### src/rtl/pipe_pkg.sv
// Shared pipeline definitions: opcodes that reach the memory stage, the writeback bubble
// bundle, and the memory-stage FSM states.
package pipe_pkg;

  localparam logic [5:0]  OP_LOAD    = 6'b010000;
  localparam logic [5:0]  OP_STORE   = 6'b010001;
  localparam logic [63:0] NOP_BUNDLE = {3'b111, 29'b0, 3'b111, 29'b0};

  typedef enum logic {IDLE, WAIT} mem_state_t;

endpackage

### src/rtl/mem_lat_counter.sv
// Load/decrement counter timing the RAM read; o_last marks the cycle read data is valid.
// Latency: loaded value visible the cycle after i_load; no backpressure, free-running down to zero.
module mem_lat_counter #(
  parameter int CNT_W = 4
) (
  input  logic             i_clk,
  input  logic             i_rstn,
  input  logic             i_load,
  input  logic [CNT_W-1:0] i_load_val,
  output logic             o_last
);

  logic [CNT_W-1:0] r_cnt;

  always_ff @(posedge i_clk or negedge i_rstn) begin
    if (!i_rstn) begin
      r_cnt <= '0;
    end else if (i_load) begin
      r_cnt <= i_load_val;
    end else if (r_cnt != '0) begin
      r_cnt <= r_cnt - CNT_W'(1);
    end
  end

  assign o_last = (r_cnt == CNT_W'(1));

endmodule

### src/rtl/mem_stage.sv
// Memory stage: upper-lane load/store against a fixed-latency RAM, both lanes registered to writeback.
// Latency 1 cycle for ALU/store, MEM_LAT+1 for loads; mem_stall holds execute while a load is outstanding.
module mem_stage
  import pipe_pkg::*;
#(
  parameter int ADDR_W  = 16,
  parameter int MEM_LAT = 1
) (
  input  logic              clk,
  input  logic              rstn,
  input  logic              ex_to_mem_ready,
  input  logic [63:0]       inst,
  input  logic [31:0]       u_tdata,
  input  logic [31:0]       l_tdata,
  input  logic [31:0]       u_sdata,
  input  logic [4:0]        u_rt,
  input  logic [4:0]        l_rt,
  input  logic              u_rt_flag,
  input  logic              l_rt_flag,
  output logic              mem_stall,
  output logic              mem_re,
  output logic              mem_we,
  output logic [ADDR_W-1:0] mem_addr,
  output logic [31:0]       mem_wdata,
  input  logic [31:0]       mem_rdata,
  output logic [63:0]       inst_to_wb,
  output logic [31:0]       u_wdata,
  output logic [31:0]       l_wdata,
  output logic [4:0]        u_rt_to_wb,
  output logic [4:0]        l_rt_to_wb,
  output logic              u_rt_flag_to_wb,
  output logic              l_rt_flag_to_wb
);

  mem_state_t  r_state;
  logic [63:0] r_hold_inst;
  logic [31:0] r_hold_l_data;
  logic [4:0]  r_hold_u_rt, r_hold_l_rt;
  logic        r_hold_u_flag, r_hold_l_flag;
  logic [63:0] r_inst_wb;
  logic [31:0] r_u_wdata, r_l_wdata;
  logic [4:0]  r_u_rt, r_l_rt;
  logic        r_u_flag, r_l_flag;

  logic w_idle, w_ld_issue, w_last, w_unused;

  // Strobes are qualified by rstn so nothing reaches the RAM or execute while held in reset.
  assign w_idle     = (r_state == IDLE);
  assign w_ld_issue = rstn & w_idle & ex_to_mem_ready;
  assign mem_re     = w_ld_issue;
  assign mem_we     = rstn & w_idle & ~ex_to_mem_ready & (inst[63:58] == OP_STORE);
  assign mem_stall  = w_ld_issue | (rstn & ~w_idle & ~w_last);
  assign mem_addr   = u_tdata[ADDR_W-1:0];
  assign mem_wdata  = u_sdata;
  assign w_unused   = &{1'b0, u_tdata[31:ADDR_W]};

  mem_lat_counter #(.CNT_W(4)) u_lat_cnt (
    .i_clk      (clk),
    .i_rstn     (rstn),
    .i_load     (w_ld_issue),
    .i_load_val (4'(MEM_LAT)),
    .o_last     (w_last)
  );

  always_ff @(posedge clk or negedge rstn) begin
    if (!rstn) begin
      r_state       <= IDLE;
      r_hold_inst   <= NOP_BUNDLE;
      r_hold_l_data <= '0;
      r_hold_u_rt   <= '0;
      r_hold_l_rt   <= '0;
      r_hold_u_flag <= 1'b0;
      r_hold_l_flag <= 1'b0;
      r_inst_wb     <= NOP_BUNDLE;
      r_u_wdata     <= '0;
      r_l_wdata     <= '0;
      r_u_rt        <= '0;
      r_l_rt        <= '0;
      r_u_flag      <= 1'b0;
      r_l_flag      <= 1'b0;
    end else begin
      case (r_state)
        IDLE: begin
          if (ex_to_mem_ready) begin
            r_state       <= WAIT;
            r_hold_inst   <= inst;
            r_hold_l_data <= l_tdata;
            r_hold_u_rt   <= u_rt;
            r_hold_l_rt   <= l_rt;
            r_hold_u_flag <= u_rt_flag;
            r_hold_l_flag <= l_rt_flag;
            r_inst_wb     <= NOP_BUNDLE;
            r_u_wdata     <= '0;
            r_l_wdata     <= '0;
            r_u_rt        <= '0;
            r_l_rt        <= '0;
            r_u_flag      <= 1'b0;
            r_l_flag      <= 1'b0;
          end else begin
            r_inst_wb <= inst;
            r_u_wdata <= u_tdata;
            r_l_wdata <= l_tdata;
            r_u_rt    <= u_rt;
            r_l_rt    <= l_rt;
            r_u_flag  <= u_rt_flag;
            r_l_flag  <= l_rt_flag;
          end
        end
        WAIT: begin
          // Execute only feeds bubbles here, so the input bundle is never looked at.
          if (w_last) begin
            r_state   <= IDLE;
            r_inst_wb <= r_hold_inst;
            r_u_wdata <= mem_rdata;
            r_l_wdata <= r_hold_l_data;
            r_u_rt    <= r_hold_u_rt;
            r_l_rt    <= r_hold_l_rt;
            r_u_flag  <= r_hold_u_flag;
            r_l_flag  <= r_hold_l_flag;
          end else begin
            r_inst_wb <= NOP_BUNDLE;
            r_u_wdata <= '0;
            r_l_wdata <= '0;
            r_u_rt    <= '0;
            r_l_rt    <= '0;
            r_u_flag  <= 1'b0;
            r_l_flag  <= 1'b0;
          end
        end
        default: r_state <= IDLE;
      endcase
    end
  end

  assign inst_to_wb      = r_inst_wb;
  assign u_wdata         = r_u_wdata;
  assign l_wdata         = r_l_wdata;
  assign u_rt_to_wb      = r_u_rt;
  assign l_rt_to_wb      = r_l_rt;
  assign u_rt_flag_to_wb = r_u_flag;
  assign l_rt_flag_to_wb = r_l_flag;

endmodule
### config.mk
export PLATFORM = sky130hd
export DESIGN_NAME = mem_stage
export DESIGN_NICKNAME = d
export VERILOG_FILES = /design/src/rtl/pipe_pkg.sv /design/src/rtl/mem_lat_counter.sv /design/src/rtl/mem_stage.sv
export SDC_FILE = /design/constraint.sdc
export NUM_CORES = 1
export LEC_CHECK = 0
export ABC_AREA = 1
export BUFFER_PORTS_ARGS = -buffer_cell sky130_fd_sc_hd__buf_2
export CORE_ASPECT_RATIO = 0.8
export CORE_MARGIN = 5
export CORE_UTILIZATION = 32
export DETAILED_ROUTE_END_ITERATION = 10
export MAX_ROUTING_LAYER = met4
export SETUP_SLACK_MARGIN = 0.2
export SLEW_MARGIN = 20
export SYNTH_ARGS = -nofsm -noshare
export SYNTH_HDL_FRONTEND = slang
export SYNTH_HIERARCHICAL = 1
export SYNTH_SLANG_ARGS = --single-unit
### constraint.sdc
create_clock -name clk -period 2.15 [get_ports clk]
set_clock_uncertainty 0.05 [all_clocks]
set_input_delay 0.215 -clock clk [delete_from_list [all_inputs] [get_ports clk]]
set_output_delay 0.215 -clock clk [all_outputs]
set_load 0.1 [all_outputs]
==> results.toml, run 1 <==
[setup_path]
worst-path-buf-inv = 3
path_cells = "inv_2 -> ha_4 -> inv_2 -> nor2_4 -> nand2_4 -> nand2_4 -> nor2_4 -> buf_12"
path_class = "flip-flop to output port"
cp_slowest_cell = "dfrtp_1"
worstPathRequired_ps = 1880
cp_top_family = "flip-flops"
worst_setup_path_start_kind = "flip-flop"
arrival_ps = 1720
cp_max_fo = 4
cpPeakStageDelay_ps = 390
end_kind = "output port"

[floorplan]
initial_utilization_pct = 32.5
die_x_um = 210
core_area_um2 = 31400
row_count = 58
die_area_um2 = 35600
die-height_um = 170
pin_count = 398

[sta]
rsz0062_at_grt = "true"
setup_viol = 0
hold_violations = 0
final.min_clock_period_ps = 1990
worstMarginPinSlew_ps = 740
setup_tns_ps = 0
slew_headroom_pct = 50.7
fmaxAchievable_ghz = 0.504
fin_ws_ps = 164
final_max_slew_viol_count = 0
fin_crit_sh_pct = 92.4

[run]
cap_violations = 0

[power_and_ir_drop]
powerDensity_nw_per_um2 = 1460
p_total_mw = 21.6
vdd_drop_max_v = 0.000978
leakage_nw = 7.82

[clock_network]
clockBufferDepth = 3
root_buffer = "clkbuf_16"
cts_buffers = 27
clkSlewWorstSetupHoldPaths_ps = 60
insertion_delay_ps = 530
htreeDepth = 1
cts_tree = "yes"
numClockSinks = 253

[drt]
wire_per_inst_um = 15.2
drt-pass1-iter-count = 7
drt_wl_total_um = 29700
drtIter0Drc = 446
avgViaCountPerCell = 4.55
drtAntennaViolNets = 0
dr_total_vias = 8882
drcViolationCount = 0

[finish]
multi_input_area_um2 = 2760
register_area_um2 = 6350
drive_above_1_share_pct = 28.3
nNetsFinal = 1718
area_delta_synth_final_pct = 44.4
post-route-util_pct = 46.9
fillers = 2831

[placement]
port_buffers = 333
post-dp-hpwl_um = 17500
dp_slack_ps = 302
place_congestion = 0.804

[grt]
grt_max_degree = 135
antenna_found_initial = 0
grt_pass1_vias = 9266
grt-ovfl-total = 0
track_usage_pct = 16.6
grt_pass1_wl_um = 47800

[logic_synthesis]
synth_warnings = 6
synthCells = 1060
synth-seq-cells = 253
yosysUniqueCellTypes = 26
yosysSeqAreaShare_pct = 62.2
avgSynthCellArea_um2 = 9.62
synth_area_um2 = 10200

[status]
status = "completed"

[hold_path]
min_path_type = "input port to async pin"
## synthesized netlist by cell type
master	count	share of area, %
inv_1	114	4.2
dfstp_2	12	3.1
buf_6	10	1.1
o21ai_2	1	0.086
dfrtp_1	241	59
nand3_1	142	7.0
nand2_1	195	7.2
o21ai_0	134	6.6
a21boi_2	1	0.11
ha_1	3	0.37
clkbuf_2	5	0.25
nand2_2	1	0.061
nor2_2	2	0.12
nor2_1	9	0.33
inv_4	1	0.061
o21a_1	1	0.074
nor2_4	1	0.11
o21ai_1	77	3.8
inv_2	2	0.074
buf_4	51	3.8
conb_1	2	0.074
buf_2	22	1.1
nand3_4	1	0.17
or2_2	1	0.061
clkbuf_1	28	1.0
a21oi_1	3	0.15
## final timing paths
kind                                    start               to  slack (ps)  depth (start not counted)
hold / removal                           rstn   r_hold_l_rt[3]          90                          2
hold reg to reg               r_hold_inst[29]  r_hold_inst[29]         420                          2
setup / recovery           u_lat_cnt/r_cnt[1]        mem_stall         160                          8
max in group asynchronous                rstn      l_wdata[27]        1010                          3
setup reg to reg           u_lat_cnt/r_cnt[1]      u_wdata[28]         290                          7
min in group clk                  u_tdata[25]      u_wdata[25]         360                          4
## timing repair
action / in CTS / in global routing
hold endpoints to repair: 501 / 0
setup endpoints to repair: 3 / 7
hold buffers: 175 / 0
buffers inserted: 9 / 6
pin swaps: 7 / 7
resized for setup: 10 / 6
## cells in the final DEF, fill, tap and decap left out, types with 3 or more instances in the layout
cell           instances
o21ai_0              134
inv_1                112
diode_2                3
nand3_1              142
buf_12                 8
nand2_1              192
dfstp_2               12
buf_4                 19
clkbuf_16             27
dlygate4sd3_1        175
dfrtp_1              240
clkbuf_1              10
o21ai_1               77
nor2_4                 6
conb_1                 4
clkbuf_8               8
nor2_1                 5
inv_2                  3
buf_2                329
a21oi_1                3
## logic make-up (layout without fill, tap and decap cells)
kind of cell	after synthesis	count (layout)	synth area share, %
adder cells (fa/ha/maj)	3	3	0.368
buffers and inverters	233	700	11.5
AND/OR/NAND/NOR	352	352	15.0
flip-flops	253	253	62.2
other	2	7	0.0736
AO/OA/AOI/OAI	217	217	10.8
## per-layer routing
layer | vias up | track usage [%] | share of wire [%]
met5 | - | - | 0
met4 | 0 | 4.88 | 2.9
met3 | 75 | 3.68 | 7.1
met2 | 358 | 26.5 | 47
met1 | 4199 | 21.4 | 43
li1 | 4250 | - | -
## layout make-up
class	count	area share [%]
Tap cell	420	3.57
Antenna cell	3	0.0510
Clock buffer	45	5.59
Sequential cell	253	43.1
Timing Repair Buffer	533	25.3
Clock inverter	5	0.561
Inverter	117	3.03
Multi-Input combinational cell	576	18.7
## where the power goes
group	switching, mW	internal, mW	leakage (nW)	total, mW
logic	7.79	1.81	4.08	9.60
registers	0.752	6.50	3.29	7.26
clock network	1.86	2.84	0.443	4.70
## state kept, by name (all words and copies together), names as in the netlist, 4 cells and up
name / flops
l_rt_to_wb: 5
r_hold_u_rt: 5
u_wdata: 32
r_hold_l_rt: 5
r_hold_l_data: 32
r_hold_inst: 64
u_lat_cnt/r_cnt: 4
u_rt_to_wb: 5
l_wdata: 32
inst_to_wb: 64
## metrics by stage
stage	cell area [um^2]	std cells	hold slack, ps
after CTS	14600	1943	49.0
final	14700	1952	93.5
after global placement	11900	1709	9.51
after floorplan	10200	1062	-131
after detailed placement	11900	1709	11.3
after global routing	14700	1949	74.3
Note: power is estimated with default switching activity, not from simulation.
==> run 2: changes to the inputs <==
Settings changed: CORE_ASPECT_RATIO 0.8 to 1.25, REMOVE_ABC_BUFFERS set to 1.
==> run 2 against run 1 <==
Die area unchanged. Largest power group unchanged. Via count increased by 1.1%. Register-to-register slack improved by 90 ps. Highest routed layer unchanged. Critical path depth decreased by 2. Critical path type unchanged. Clock power decreased by 5.1%. Non-clock buffer count unchanged. Wire length increased by 4.7%. Maximum frequency increased by 2.9%. Hold slack improved by 56 ps.
==> results.toml, run 2 (same netlist as run 1, synthesis figures left out) <==
[setup_path]
arrival_ps = 1670
crit_path_start = "r_state"
path_class = "flip-flop to output port"
path_cells = "nor2_4 -> buf_4 -> inv_4 -> nand2_2 -> nor2_4 -> buf_12"
worstReg2RegStart = "u_lat_cnt/r_cnt[1]"
cp_slowest_cell = "dfrtp_4"
worst_setup_path_start_kind = "flip-flop"
cpPeakStageDelay_ps = 540
end_kind = "output port"
r2r_slack_ps = 380
worstPathRequired_ps = 1880
path_common_cell = "nor2_4"
reg2reg_to = "u_wdata[29]"
reg2regPathDepth = 8
cp_max_fo = 5

[drt]
drcViolationCount = 0
drtAntennaViolNets = 0
drt_wl_total_um = 31100
top_layer = "met4"
drt-pass1-iter-count = 5
dr_total_vias = 8977
wire_per_inst_um = 16.0
met1Wirelength_um = 12000
route.met3.wl_um = 2780
drtIter0Drc = 379
wl_met2_um = 15200
avgViaCountPerCell = 4.63

[power_and_ir_drop]
pwr-share-clk_pct = 20.9
p_seq_share_pct = 34.1
p_int_mw = 11.0
p_switching_mw = 10.4
leakage_nw = 7.80
vdd_drop_max_v = 0.000968
comb_power_share_pct = 45.1
netSwitchingFraction_pct = 48.7
powerDensity_nw_per_um2 = 1460

[finish]
mostFrequentLayoutCell = "buf_2"
nNetsFinal = 1717
drive_above_1_share_pct = 28.2
fillers = 2936
final_cell_mix = "buf_2 (329), dfrtp_1 (240), nand2_1 (192)"
insertedDiodeCount = 0
post-route-util_pct = 46.3
area_delta_synth_final_pct = 43.6
final_cells = 1939

[placement]
dp_slack_ps = 326
port_buffers = 333
place_congestion = 0.827
post-dp-hpwl_um = 18600
placed_cells = 1705

[sta]
worstMarginPinSlew_ps = 942
rsz0062_at_grt = "true"
final_max_slew_viol_count = 0
final.min_clock_period_ps = 1930
fin_crit_sh_pct = 89.8
fin_ws_ps = 220
slew_headroom_pct = 37.2
hold_violations = 0
fmaxAchievable_ghz = 0.518
setup_viol = 0

[grt]
grt-ovfl-total = 0
grt_pass1_vias = 9455
grt_max_degree = 130
grt_pass1_wl_um = 49000
antenna_found_initial = 0
track_usage_pct = 17.3

[hold_path]
hold_end = "inst_to_wb[61]"
holdPathStages = 4
min_path_type = "input port to flip-flop"
min_from = "ex_to_mem_ready"

[floorplan]
core_area_um2 = 31600
die_x_um = 170
initial_utilization_pct = 32.3
die_area_um2 = 35600
row_count = 73
pin_count = 398
die-height_um = 210

[clock_network]
clockBufferDepth = 3
insertion_delay_ps = 530
cts_tree = "yes"
htreeDepth = 1
numClockSinks = 253
root_buffer = "clkbuf_16"
clkSlewWorstSetupHoldPaths_ps = 60
cts_buffers = 26

[status]
status = "completed"

[run]
cap_violations = 0
run 2: power groups by stage:
stage | sequential (mW) | combinational [mW] | clock, mW
after floorplan | 12.5 | 1.81 | 0
after global placement | 7.28 | 9.15 | 0
after detailed placement | 7.32 | 9.24 | 0
after CTS | 7.27 | 9.58 | 4.62
after global routing | 7.47 | 10.2 | 4.83
final | 7.28 | 9.64 | 4.46
run 2: worst max path at each step:
stage / depth (start not counted) / to / slack (ps)
6_report: 6 / mem_stall / 220
2_1_floorplan: 6 / u_lat_cnt/r_cnt[2] / -4040
3_5_place_dp: 8 / inst_to_wb[53] / 330
5_1_grt: 8 / mem_stall / 120
3_3_place_gp: 8 / mem_stall / 370
4_1_cts: 7 / mem_stall / 150
run 2: final cells by class:
type	count	area, um^2	area share (%)
Clock buffer	40	785	5.36
Multi-Input combinational cell	576	2740	18.7
Timing Repair Buffer	533	3740	25.5
Sequential cell	253	6350	43.4
Inverter	117	452	3.08
Tap cell	412	515	3.52
Clock inverter	8	67.6	0.461
run 2: through the flow:
step | total power, mW | hold slack [ps] | setup TNS [ps] | cell area (um^2)
finish | 21.4 | 149 | 0 | 14600
global placement | 16.4 | 309 | 0 | 11900
floorplan | 14.4 | -131 | -722880 | 9470
global route | 22.5 | 178 | 0 | 14600
CTS | 21.5 | 154 | 0 | 14600
detailed placement | 16.6 | 324 | 0 | 11900
run 2: repair_timing:
action                                  in CTS  in global routing
pin swaps                                    2                  6
endpoints found under the setup margin       3                 15
hold buffers                               176                  0
endpoints found under the hold margin      488                  0
resized for setup                           12                  6
buffers inserted                             5                  5
run 2: per-layer routing:
metal	up-vias	GRT usage (%)
met1	4298	20.2
met3	71	4.46
met2	370	28.7
met4	0	6.47
li1	4238	-
met5	-	-
run 2: worst max-delay path: cells and delay by family, from the launching register on:
family / cells / cell delay, ps
buffers and inverters: 3 / 340
DFF: 1 / 540
and+or+nand+nor: 3 / 260
